--- src/rtl/rx_eth_pkg.sv ---
// Shared state type, Ethernet header constants and helpers for rx_frame_parser.
package rx_eth_pkg;

    typedef enum logic [1:0] {
        ST_IDLE    = 2'd0,
        ST_HDR     = 2'd1,
        ST_PAYLOAD = 2'd2,
        ST_DROP    = 2'd3
    } rx_state_e;

    localparam int unsigned ETH_HDR_WORDS = 7;
    localparam int unsigned ETH_HDR_BYTES = 14;
    localparam logic [47:0] BROADCAST_MAC = 48'hFFFF_FFFF_FFFF;
    localparam int unsigned REM_W         = 16;

    // Number of 16-bit FIFO words holding a frame of len bytes (rounded up).
    function automatic logic [REM_W-1:0] frame_words(input logic [15:0] len);
        return (len >> 1) + {15'd0, len[0]};
    endfunction

    // 16-bit slice idx (0 = most significant) of a MAC address.
    function automatic logic [15:0] mac_word(input logic [47:0] mac, input logic [2:0] idx);
        logic [15:0] w;
        case (idx)
            3'd0:    w = mac[47:32];
            3'd1:    w = mac[31:16];
            3'd2:    w = mac[15:0];
            default: w = 16'h0000;
        endcase
        return w;
    endfunction

endpackage

--- src/rtl/rx_frame_parser.sv ---
// Pops length-prefixed Ethernet frames from a show-ahead FIFO, filters on MAC/EtherType
// and streams payload words out. Optional counters enabled by `define RX_FRAME_STATS_EN.
module rx_frame_parser
    import rx_eth_pkg::*;
#(
    parameter logic [47:0] MAC_ADDR        = 48'h0001_0203_0405,
    parameter logic [15:0] ETHERTYPE       = 16'h88B5,
    parameter int unsigned MAX_FRAME_BYTES = 1518
) (
    input  logic        clk,
    input  logic        reset_n,
    input  logic [15:0] fifo_q,
    input  logic        fifo_empty,
    output logic        fifo_rdreq,
    output logic [15:0] out_data,
    output logic        out_valid,
    input  logic        out_ready,
    output logic        out_sop,
    output logic        out_eop,
    output logic        out_odd,
    output logic [47:0] src_mac,
    output logic        frame_drop
`ifdef RX_FRAME_STATS_EN
    ,
    output logic [15:0] stat_accepted,
    output logic [15:0] stat_dropped
`endif
);

    rx_state_e        state_q,      state_d;
    logic [REM_W-1:0] rem_q,        rem_d;
    logic [2:0]       hdr_cnt_q,    hdr_cnt_d;
    logic             len_odd_q,    len_odd_d;
    logic             dst_miss_q,   dst_miss_d;
    logic             bcast_miss_q, bcast_miss_d;
    logic             first_q,      first_d;
    logic [47:0]      src_shadow_q, src_shadow_d;
    logic [47:0]      src_mac_q,    src_mac_d;
    logic [15:0]      out_data_q,   out_data_d;
    logic             out_valid_q,  out_valid_d;
    logic             out_sop_q,    out_sop_d;
    logic             out_eop_q,    out_eop_d;
    logic             out_odd_q,    out_odd_d;
    logic             frame_drop_q, frame_drop_d;

    logic pop_s;
    logic len_pop_s;
    logic out_accept_s;

    assign out_accept_s = out_valid_q & out_ready;

    // Next-state, FIFO pop and output-register load logic.
    always_comb begin
        state_d      = state_q;
        rem_d        = rem_q;
        hdr_cnt_d    = hdr_cnt_q;
        len_odd_d    = len_odd_q;
        dst_miss_d   = dst_miss_q;
        bcast_miss_d = bcast_miss_q;
        first_d      = first_q;
        src_shadow_d = src_shadow_q;
        src_mac_d    = src_mac_q;
        out_data_d   = out_data_q;
        out_valid_d  = out_valid_q;
        out_sop_d    = out_sop_q;
        out_eop_d    = out_eop_q;
        out_odd_d    = out_odd_q;
        frame_drop_d = 1'b0;
        pop_s        = 1'b0;
        len_pop_s    = 1'b0;

        if (out_accept_s) begin
            out_valid_d = 1'b0;
            out_sop_d   = 1'b0;
            out_eop_d   = 1'b0;
            out_odd_d   = 1'b0;
        end else begin
            out_valid_d = out_valid_q;
        end

        case (state_q)
            ST_IDLE: begin
                len_pop_s = ~fifo_empty;
            end

            ST_HDR: begin
                if (!fifo_empty) begin
                    pop_s     = 1'b1;
                    hdr_cnt_d = hdr_cnt_q + 3'd1;
                    case (hdr_cnt_q)
                        3'd0, 3'd1, 3'd2: begin
                            if (fifo_q != mac_word(MAC_ADDR, hdr_cnt_q)) begin
                                dst_miss_d = 1'b1;
                            end else begin
                                dst_miss_d = dst_miss_q;
                            end
                            if (fifo_q != mac_word(BROADCAST_MAC, hdr_cnt_q)) begin
                                bcast_miss_d = 1'b1;
                            end else begin
                                bcast_miss_d = bcast_miss_q;
                            end
                        end
                        3'd3: src_shadow_d[47:32] = fifo_q;
                        3'd4: src_shadow_d[31:16] = fifo_q;
                        3'd5: src_shadow_d[15:0]  = fifo_q;
                        3'd6: begin
                            hdr_cnt_d = 3'd0;
                            rem_d     = rem_q - REM_W'(ETH_HDR_WORDS);
                            // Either the station or the broadcast comparison must have survived all three words.
                            if ((!dst_miss_q || !bcast_miss_q) && (fifo_q == ETHERTYPE)) begin
                                state_d   = ST_PAYLOAD;
                                src_mac_d = src_shadow_q;
                                first_d   = 1'b1;
                            end else begin
                                state_d      = ST_DROP;
                                frame_drop_d = 1'b1;
                            end
                        end
                        default: hdr_cnt_d = 3'd0;
                    endcase
                end else begin
                    pop_s = 1'b0;
                end
            end

            ST_PAYLOAD: begin
                if (rem_q != '0) begin
                    if (!fifo_empty && (!out_valid_q || out_ready)) begin
                        pop_s       = 1'b1;
                        rem_d       = rem_q - 16'd1;
                        out_data_d  = fifo_q;
                        out_valid_d = 1'b1;
                        out_sop_d   = first_q;
                        out_eop_d   = (rem_q == 16'd1);
                        out_odd_d   = (rem_q == 16'd1) & len_odd_q;
                        first_d     = 1'b0;
                    end else begin
                        pop_s = 1'b0;
                    end
                end else if (out_accept_s) begin
                    // The eop word leaves now; a waiting length word may be taken in the same cycle.
                    state_d   = ST_IDLE;
                    len_pop_s = ~fifo_empty;
                end else begin
                    state_d = ST_PAYLOAD;
                end
            end

            ST_DROP: begin
                if (rem_q == '0) begin
                    state_d = ST_IDLE;
                end else if (!fifo_empty) begin
                    pop_s = 1'b1;
                    rem_d = rem_q - 16'd1;
                    if (rem_q == 16'd1) begin
                        state_d = ST_IDLE;
                    end else begin
                        state_d = ST_DROP;
                    end
                end else begin
                    pop_s = 1'b0;
                end
            end

            default: state_d = ST_IDLE;
        endcase

        if (len_pop_s) begin
            pop_s        = 1'b1;
            len_odd_d    = fifo_q[0];
            rem_d        = frame_words(fifo_q);
            hdr_cnt_d    = 3'd0;
            dst_miss_d   = 1'b0;
            bcast_miss_d = 1'b0;
            if (fifo_q == 16'd0) begin
                state_d = ST_IDLE;
            end else if ((fifo_q <= 16'(ETH_HDR_BYTES)) || (fifo_q > 16'(MAX_FRAME_BYTES))) begin
                state_d      = ST_DROP;
                frame_drop_d = 1'b1;
            end else begin
                state_d = ST_HDR;
            end
        end else begin
            len_odd_d = len_odd_d;
        end
    end

    // State, counters and registered outputs.
    always_ff @(posedge clk or negedge reset_n) begin
        if (!reset_n) begin
            state_q      <= ST_IDLE;
            rem_q        <= '0;
            hdr_cnt_q    <= 3'd0;
            len_odd_q    <= 1'b0;
            dst_miss_q   <= 1'b0;
            bcast_miss_q <= 1'b0;
            first_q      <= 1'b0;
            src_shadow_q <= 48'h0;
            src_mac_q    <= 48'h0;
            out_data_q   <= 16'h0000;
            out_valid_q  <= 1'b0;
            out_sop_q    <= 1'b0;
            out_eop_q    <= 1'b0;
            out_odd_q    <= 1'b0;
            frame_drop_q <= 1'b0;
        end else begin
            state_q      <= state_d;
            rem_q        <= rem_d;
            hdr_cnt_q    <= hdr_cnt_d;
            len_odd_q    <= len_odd_d;
            dst_miss_q   <= dst_miss_d;
            bcast_miss_q <= bcast_miss_d;
            first_q      <= first_d;
            src_shadow_q <= src_shadow_d;
            src_mac_q    <= src_mac_d;
            out_data_q   <= out_data_d;
            out_valid_q  <= out_valid_d;
            out_sop_q    <= out_sop_d;
            out_eop_q    <= out_eop_d;
            out_odd_q    <= out_odd_d;
            frame_drop_q <= frame_drop_d;
        end
    end

    assign fifo_rdreq = pop_s;
    assign out_data   = out_data_q;
    assign out_valid  = out_valid_q;
    assign out_sop    = out_sop_q;
    assign out_eop    = out_eop_q;
    assign out_odd    = out_odd_q;
    assign src_mac    = src_mac_q;
    assign frame_drop = frame_drop_q;

`ifdef RX_FRAME_STATS_EN
    logic [15:0] stat_acc_q, stat_acc_d;
    logic [15:0] stat_drp_q, stat_drp_d;

    // Saturating frame counters.
    always_comb begin
        stat_acc_d = stat_acc_q;
        stat_drp_d = stat_drp_q;
        if (out_accept_s && out_eop_q && (stat_acc_q != 16'hFFFF)) begin
            stat_acc_d = stat_acc_q + 16'd1;
        end else begin
            stat_acc_d = stat_acc_q;
        end
        if (frame_drop_q && (stat_drp_q != 16'hFFFF)) begin
            stat_drp_d = stat_drp_q + 16'd1;
        end else begin
            stat_drp_d = stat_drp_q;
        end
    end

    // Counter registers.
    always_ff @(posedge clk or negedge reset_n) begin
        if (!reset_n) begin
            stat_acc_q <= 16'h0000;
            stat_drp_q <= 16'h0000;
        end else begin
            stat_acc_q <= stat_acc_d;
            stat_drp_q <= stat_drp_d;
        end
    end

    assign stat_accepted = stat_acc_q;
    assign stat_dropped  = stat_drp_q;
`endif

endmodule

--- config.mk ---
export PLATFORM = sky130hd
export DESIGN_NAME = rx_frame_parser
export DESIGN_NICKNAME = d
export VERILOG_FILES = /design/src/rtl/rx_eth_pkg.sv /design/src/rtl/rx_frame_parser.sv
export SDC_FILE = /design/constraint.sdc
export NUM_CORES = 1
export LEC_CHECK = 0
export BUFFER_PORTS_ARGS = -buffer_cell sky130_fd_sc_hd__buf_2
export CORE_UTILIZATION = 58
export CTS_CLUSTER_SIZE = 24
export DETAILED_ROUTE_END_ITERATION = 12
export GPL_TIMING_DRIVEN = 0
export PLACE_DENSITY_LB_ADDON = 0.08
export SLEW_MARGIN = 20
export SYNTH_ARGS = -nofsm -noshare
export SYNTH_HDL_FRONTEND = slang
export SYNTH_SLANG_ARGS = --single-unit
--- constraint.sdc ---
create_clock -name clk -period 4.8 [get_ports clk]
set_input_delay 0.24 -clock clk [delete_from_list [all_inputs] [get_ports clk]]
set_output_delay 0.24 -clock clk [all_outputs]
set_load 0.005 [all_outputs]
# Word level (Yosys, flattened, before mapping)
# Index checks and enable logic that the tools add are counted.
[op_classes]
n_addsub = 4
n_mux = 79
eq_ne = 27
n_bitwise = 3
magnitude_cmp = 2
reduce_logical = 33
[ops]
columns = ["cell", "n"]
rows = [
  ["$mux 16", 13],
  ["$pmux 16 s3", 1],
  ["$mux 1", 46],
  ["$pmux 11 s3", 1],
  ["$logic_not 16->1", 2],
  ["$ne 16x16->1", 2],
  ["$mux 2", 10],
  ["$ne 3x3->1 const B", 6],
  ["$add 15x1->16", 1],
  ["$eq 16x1->1 const B", 1],
  ["$eq 16x16->1 const B", 1],
  ["$gt 16x11->1 const B", 1],
  ["$le 16x4->1 const B", 1],
  ["$reduce_bool 16->1", 1],
  ["$sub 16x1->16 const B", 1],
  ["$sub 16x3->16 const B", 1],
  ["$mux 3", 4],
  ["$reduce_and 3->1", 4],
  ["$reduce_and 4->1", 3],
  ["$reduce_bool 2->1", 5],
  ["$eq 3x3->1 const B", 3],
  ["$ne 2x2->1 const B", 4],
  ["$reduce_and 7->1", 1],
  ["$eq 3x2->1 const B", 2],
  ["23 further kinds", 33],
]
[totals]
regBits = 142
input_bits = 20
word_cells = 165

# Depth between registers and ports, before layout
[depth]
word_depth = 11
mapped_depth = 11
depth_no_buf = 8

# Worst setup path before layout
# No wires, ideal clock.
[synth_timing]
path_type = "register to register"
startpoint = "register state_q[0]"
endpoint = "register rem_q[14]"
required_ns = 4.659
t_arrival_ns = 2.091
synth_period_minus_slack_ns = 2.231
path_stages_with_launch = 9
path_buffers = 1
path_slack_ns = 2.569
path_cell_list = "dfrtp_1 -> inv_1 -> ha_1 -> buf_2 -> a211oi_1 -> a211oi_2 -> or3_1 -> o311ai_0 -> nand3_1"
[synth_between]
elab_chain_cells = 4
word_cells_on_any_way = 15
[synth_lines]
columns = ["element", "line", "text"]
rows = [
  ["start: declaration", "rx_frame_parser.sv:30", "rx_state_e state_q, state_d;"],
  ["start signal: assignment", "rx_frame_parser.sv:207", "state_q <= state_d;"],
  ["$eq 2x2->1 / $logic_not 2->1 (equally long branches)", "rx_frame_parser.sv:81", "case (state_q)"],
  ["$pmux 1 s2", "rx_frame_parser.sv:81", ""],
  ["$ne 3x3->1 (no line) (tied with other cells)", "n/a", ""],
  ["$reduce_and 7->1 (no line)", "n/a", ""],
  ["end signal: assignment", "rx_frame_parser.sv:208", "rem_q <= rem_d;"],
  ["end: declaration", "rx_frame_parser.sv:31", "logic [REM_W-1:0] rem_q, rem_d;"],
]
# Several ways; a longest one is shown, not always the timed one.
# A chain may end at the register's enable or synchronous reset.

# Worst setup path after layout
[layout_timing]
startpoint = "register state_q[0]"
endpoint = "output port fifo_rdreq"
[layout_between]
elab_chain_cells = 3
word_cells_on_any_way = 7
[layout_lines]
columns = ["element", "line", "text"]
rows = [
  ["$eq 2x2->1 (tied with other cells)", "rx_frame_parser.sv:81", ""],
  ["$pmux 1 s3 / $pmux 1 s2 (equally long branches)", "rx_frame_parser.sv:81", ""],
  ["$mux 1 (*)", "rx_frame_parser.sv:168", "if (len_pop_s) begin"],
  ["end: declaration", "rx_frame_parser.sv:14", "output logic fifo_rdreq,"],
]
# Every way passes the cells marked *; elsewhere a longest branch is shown, timed or not.

==> reports/summary.txt <==
Outcome: finished clean
Crit Path Class: reg2out
Internal: 2.98 mW
Chip height: 110 µm
Worst setup SP type: register
Peak VDD IR: 0.000400 V
Slew HR: 0.542
Top-Level Pins: 90
CTS tree: built
Core area: 11400 µm²
Compound-Gate Fraction of Synth Area: 0.0995
Post-DRT Antenna Nets: 0
Crit-path max cell delay: 440 ps
Adder-Cell Fraction of Synth Area: 0.0334
Post-synth top area share: 0.526
Final Slew Violations: 0
Crit path arrival time: 2800 ps
Num CTS Buffers: 17
Power share of the clock group: 0.313
Post-synth top flop: dfrtp_1
Worst-path cell chain: inv_1 > ha_1 > buf_2 > inv_1 > nor3_1 > a32oi_1 > buf_4 > buf_4 > o31ai_1 > buf_2
Final min period: 3040 ps
Post-route insts no fill: 841
Largest net degree at the start of global routing: 95
Final TNS setup: 0 ps
Register area share after synthesis: 0.526
Placed Cells: 807
DP Wirelength: 11300 µm
Vias: 5012
FFs w/ async S/R, synth: 1.00
Total number of yosys warnings: 0
Clk buf depth: 2
Synth top area cells: dfrtp_1, mux2_2, ha_1
Die area: 12100 µm²
First-pass GRT wire length: 25800 µm
Synth Area per Inst: 11.6 µm²
Number of synthesized register bits: 142
Mux share of post-synthesis cell area: 0.173
Post-cts sizing count: 0
Initial antenna violation count: 1
Share of post-route cells with drive strength above 1: 0.352
Initial DRC count: 350
Clock transition at path regs: 60 ps
Final Skew: 6.71 ps
Crit-path slowest cell: dfrtp_1
Psw: 1.50 mW
Total wire length: 16400 µm
DRT Pass-1 Iters: 7
GRT Overall Usage: 0.293
Overflow after GRT: 0
Capture point of the worst reg-to-reg path: rem_q[0]$_DFFE_PN0P_
Clk_lat worst skew: 430 ps
Largest family of logic cells by synthesized area: multiplexers
Root buf cell: clkbuf_16
Seq pwr share: 0.378
RSZ-0062 raised after global routing: false
Post-synthesis share of cell area spent on xor and xnor gates: 0.0156
Period utilization: 0.633
P_leak: 3.92 nW
Initial Util: 0.594
Die width: 110 µm
Crit-path max FO: 10
CP top delay family: buffers and inverters
Bufs and invs on worst path: 6
Worst EP required: 4560 ps
Post-synth cell types: 61
Hold Crit Start: out_ready
Syn Inst Count: 580
Pwr/cell area: 558 nW/µm²
Post-synth top area cell: dfrtp_1
CTS Sinks: 142
Row count: 39
Comb power frac: 0.309
Max cap viols: 0
PortBufs: 83
Syn Nets: 618
Flop2flop setup slack: 2200 ps
Sw frac: 0.335
Final net count: 722
Final Hold Viols: 0
Reg-to-reg startpoint: state_q[0]$_DFFE_PN0P_
Wire length per cell: 19.5 µm
GP Congestion: 0.868
Critical path endpoint category: primary output
Synth-to-Final Area Change: 18.9%
Endpoint of the worst hold path: out_valid$_DFF_PN0_
Number of global-route vias before repair: 4934
Worst-margin pin slew: 687 ps
Setup violators final: 0
Worst hold stages: 3
Post-synthesis simple-gate area fraction: 0.117
Syn Std Cell Area: 6750 µm²
Number of synthesized flops with an enable pin: 0
R2R cell count: 11
Setup repair bufs after CTS: 0
Achievable Freq: 329 MHz
CTS HTree Levels: 4
Number of remaining DRC errors: 0
Min-Delay Path Class: in2reg
Routed vias/inst: 5.96
-- final cells by class --
| class | instances | area, µm² |
|---|---|---|
| antenna | 1 | 2.50 |
| inverter | 14 | 52.6 |
| multi-input combinational | 388 | 2960 |
| timing repair buffer | 85 | 463 |
| tap | 143 | 179 |
| clock inverter | 12 | 184 |
| clock buffer | 20 | 447 |
| buffer | 36 | 188 |
| fill | 813 | 3340 |
| sequential | 142 | 3550 |
-- sequential cells by signal, indices dropped and copies added (netlist names) --
name,flops
out_data,16
bcast_miss_q,1
len_odd_q,1
out_eop,1
src_shadow_q,48
out_valid,1
out_odd,1
state_q,2
out_sop,1
first_q,1
hdr_cnt_q,3
dst_miss_q,1
frame_drop,1
src_mac,48
rem_q,16
-- metrics by stage --
step	util	cell area (µm²)	hold slack, ps	setup slack (ps)	total power, mW
finish	0.706	8030	143	1760	4.48
global route	0.706	8030	175	1570	4.73
CTS	0.706	8030	128	1780	4.50
detailed placement	0.649	7380	171	2180	3.08
global placement	0.646	7350	456	1610	3.01
floorplan	-	6750	-55.6	2570	2.66
-- timing repair --
item                       in CTS  in global routing
hold buffers                    1                  0
setup endpoints to repair       0                  0
hold endpoints to repair       48                  0
-- power groups by stage --
stage / registers, mW / logic (mW) / clock network (mW)
6_report: 1.69 / 1.39 / 1.40
5_1_grt: 1.73 / 1.54 / 1.46
4_1_cts: 1.69 / 1.38 / 1.42
3_5_place_dp: 1.71 / 1.37 / 0
3_3_place_gp: 1.68 / 1.33 / 0
2_1_floorplan: 1.66 / 0.999 / 0
-- cells in the final DEF (no fill, tap or decap), types with 3 or more instances in the layout --
| cell type | Yosys | final |
|---|---|---|
| mux2i_1 | 3 | 3 |
| nand2b_1 | 4 | 4 |
| inv_1 | 14 | 14 |
| nor2b_1 | 4 | 4 |
| buf_2 | 15 | 97 |
| clkbuf_1 | 14 | 16 |
| nand3_1 | 15 | 15 |
| nor3_1 | 14 | 14 |
| a22oi_1 | 3 | 3 |
| o22a_1 | 4 | 4 |
| or3_1 | 9 | 9 |
| clkbuf_16 | 0 | 17 |
| dfrtp_1 | 142 | 142 |
| and3_1 | 4 | 4 |
| buf_4 | 3 | 3 |
| bufinv_16 | 0 | 4 |
| clkinv_4 | 0 | 3 |
| xor2_1 | 4 | 4 |
| o211ai_1 | 7 | 7 |
| nand2_1 | 50 | 50 |
| mux2_2 | 101 | 101 |
| a21o_1 | 5 | 5 |
| a2bb2oi_1 | 4 | 4 |
| nand4_1 | 10 | 10 |
| buf_6 | 3 | 3 |
| ha_1 | 18 | 18 |
| o22ai_1 | 4 | 4 |
| o21ai_0 | 22 | 22 |
| xnor2_1 | 8 | 8 |
| nor4_1 | 7 | 7 |
| a31oi_1 | 3 | 3 |
| nor2_1 | 26 | 26 |
| o21ai_1 | 3 | 3 |
| a21oi_1 | 19 | 19 |
| a41oi_1 | 3 | 3 |
-- worst max-delay path by stage --
| stage | start | to | slack, ps | cells after the start |
|---|---|---|---|---|
| 2_1_floorplan | state_q[0]$_DFFE_PN0P_ | rem_q[14]$_DFFE_PN0P_ | 2570 | 8 |
| 3_3_place_gp | reset_n | src_shadow_q[46]$_DFFE_PN0P_ | 1610 | 1 |
| 3_5_place_dp | fifo_q[7] | src_mac[32]$_DFFE_PN0P_ | 2180 | 7 |
| 4_1_cts | state_q[0]$_DFFE_PN0P_ | fifo_rdreq | 1780 | 10 |
| 5_1_grt | state_q[0]$_DFFE_PN0P_ | fifo_rdreq | 1570 | 10 |
| 6_report | state_q[0]$_DFFE_PN0P_ | fifo_rdreq | 1760 | 10 |
-- cell families after synthesis --
| group | after synthesis |
|---|---|
| compound gates | 98 |
| mux | 104 |
| flops | 142 |
| xor+xnor | 12 |
| simple gates | 156 |
| buf+inv | 50 |
| fa+ha+maj | 18 |
-- cell usage after synthesis (all sizes together) (14+ instances only) --
library cell	n
mux2	101
nand3	16
inv	14
nor2	28
o21ai	25
nor3	15
dfrtp	142
clkbuf	14
buf	22
nand2	50
ha	18
a21oi	20
-- worst reg2reg max path, delay by kind of cell, from the launching register on --
| family | cells | cell delay [ps] |
|---|---|---|
| and+or+nand+nor | 2 | 400 |
| buffers and inverters | 5 | 910 |
| adders and majority gates | 1 | 250 |
| AOI/OAI and AO/OA | 3 | 470 |
| DFF | 1 | 440 |
-- per-layer routing --
metal  share of wire  GRT usage
met4           0.027      0.121
met1            0.43      0.381
met5               0          0
met2            0.49      0.461
met3           0.056     0.0824
Power figures use the tool's default switching activity.
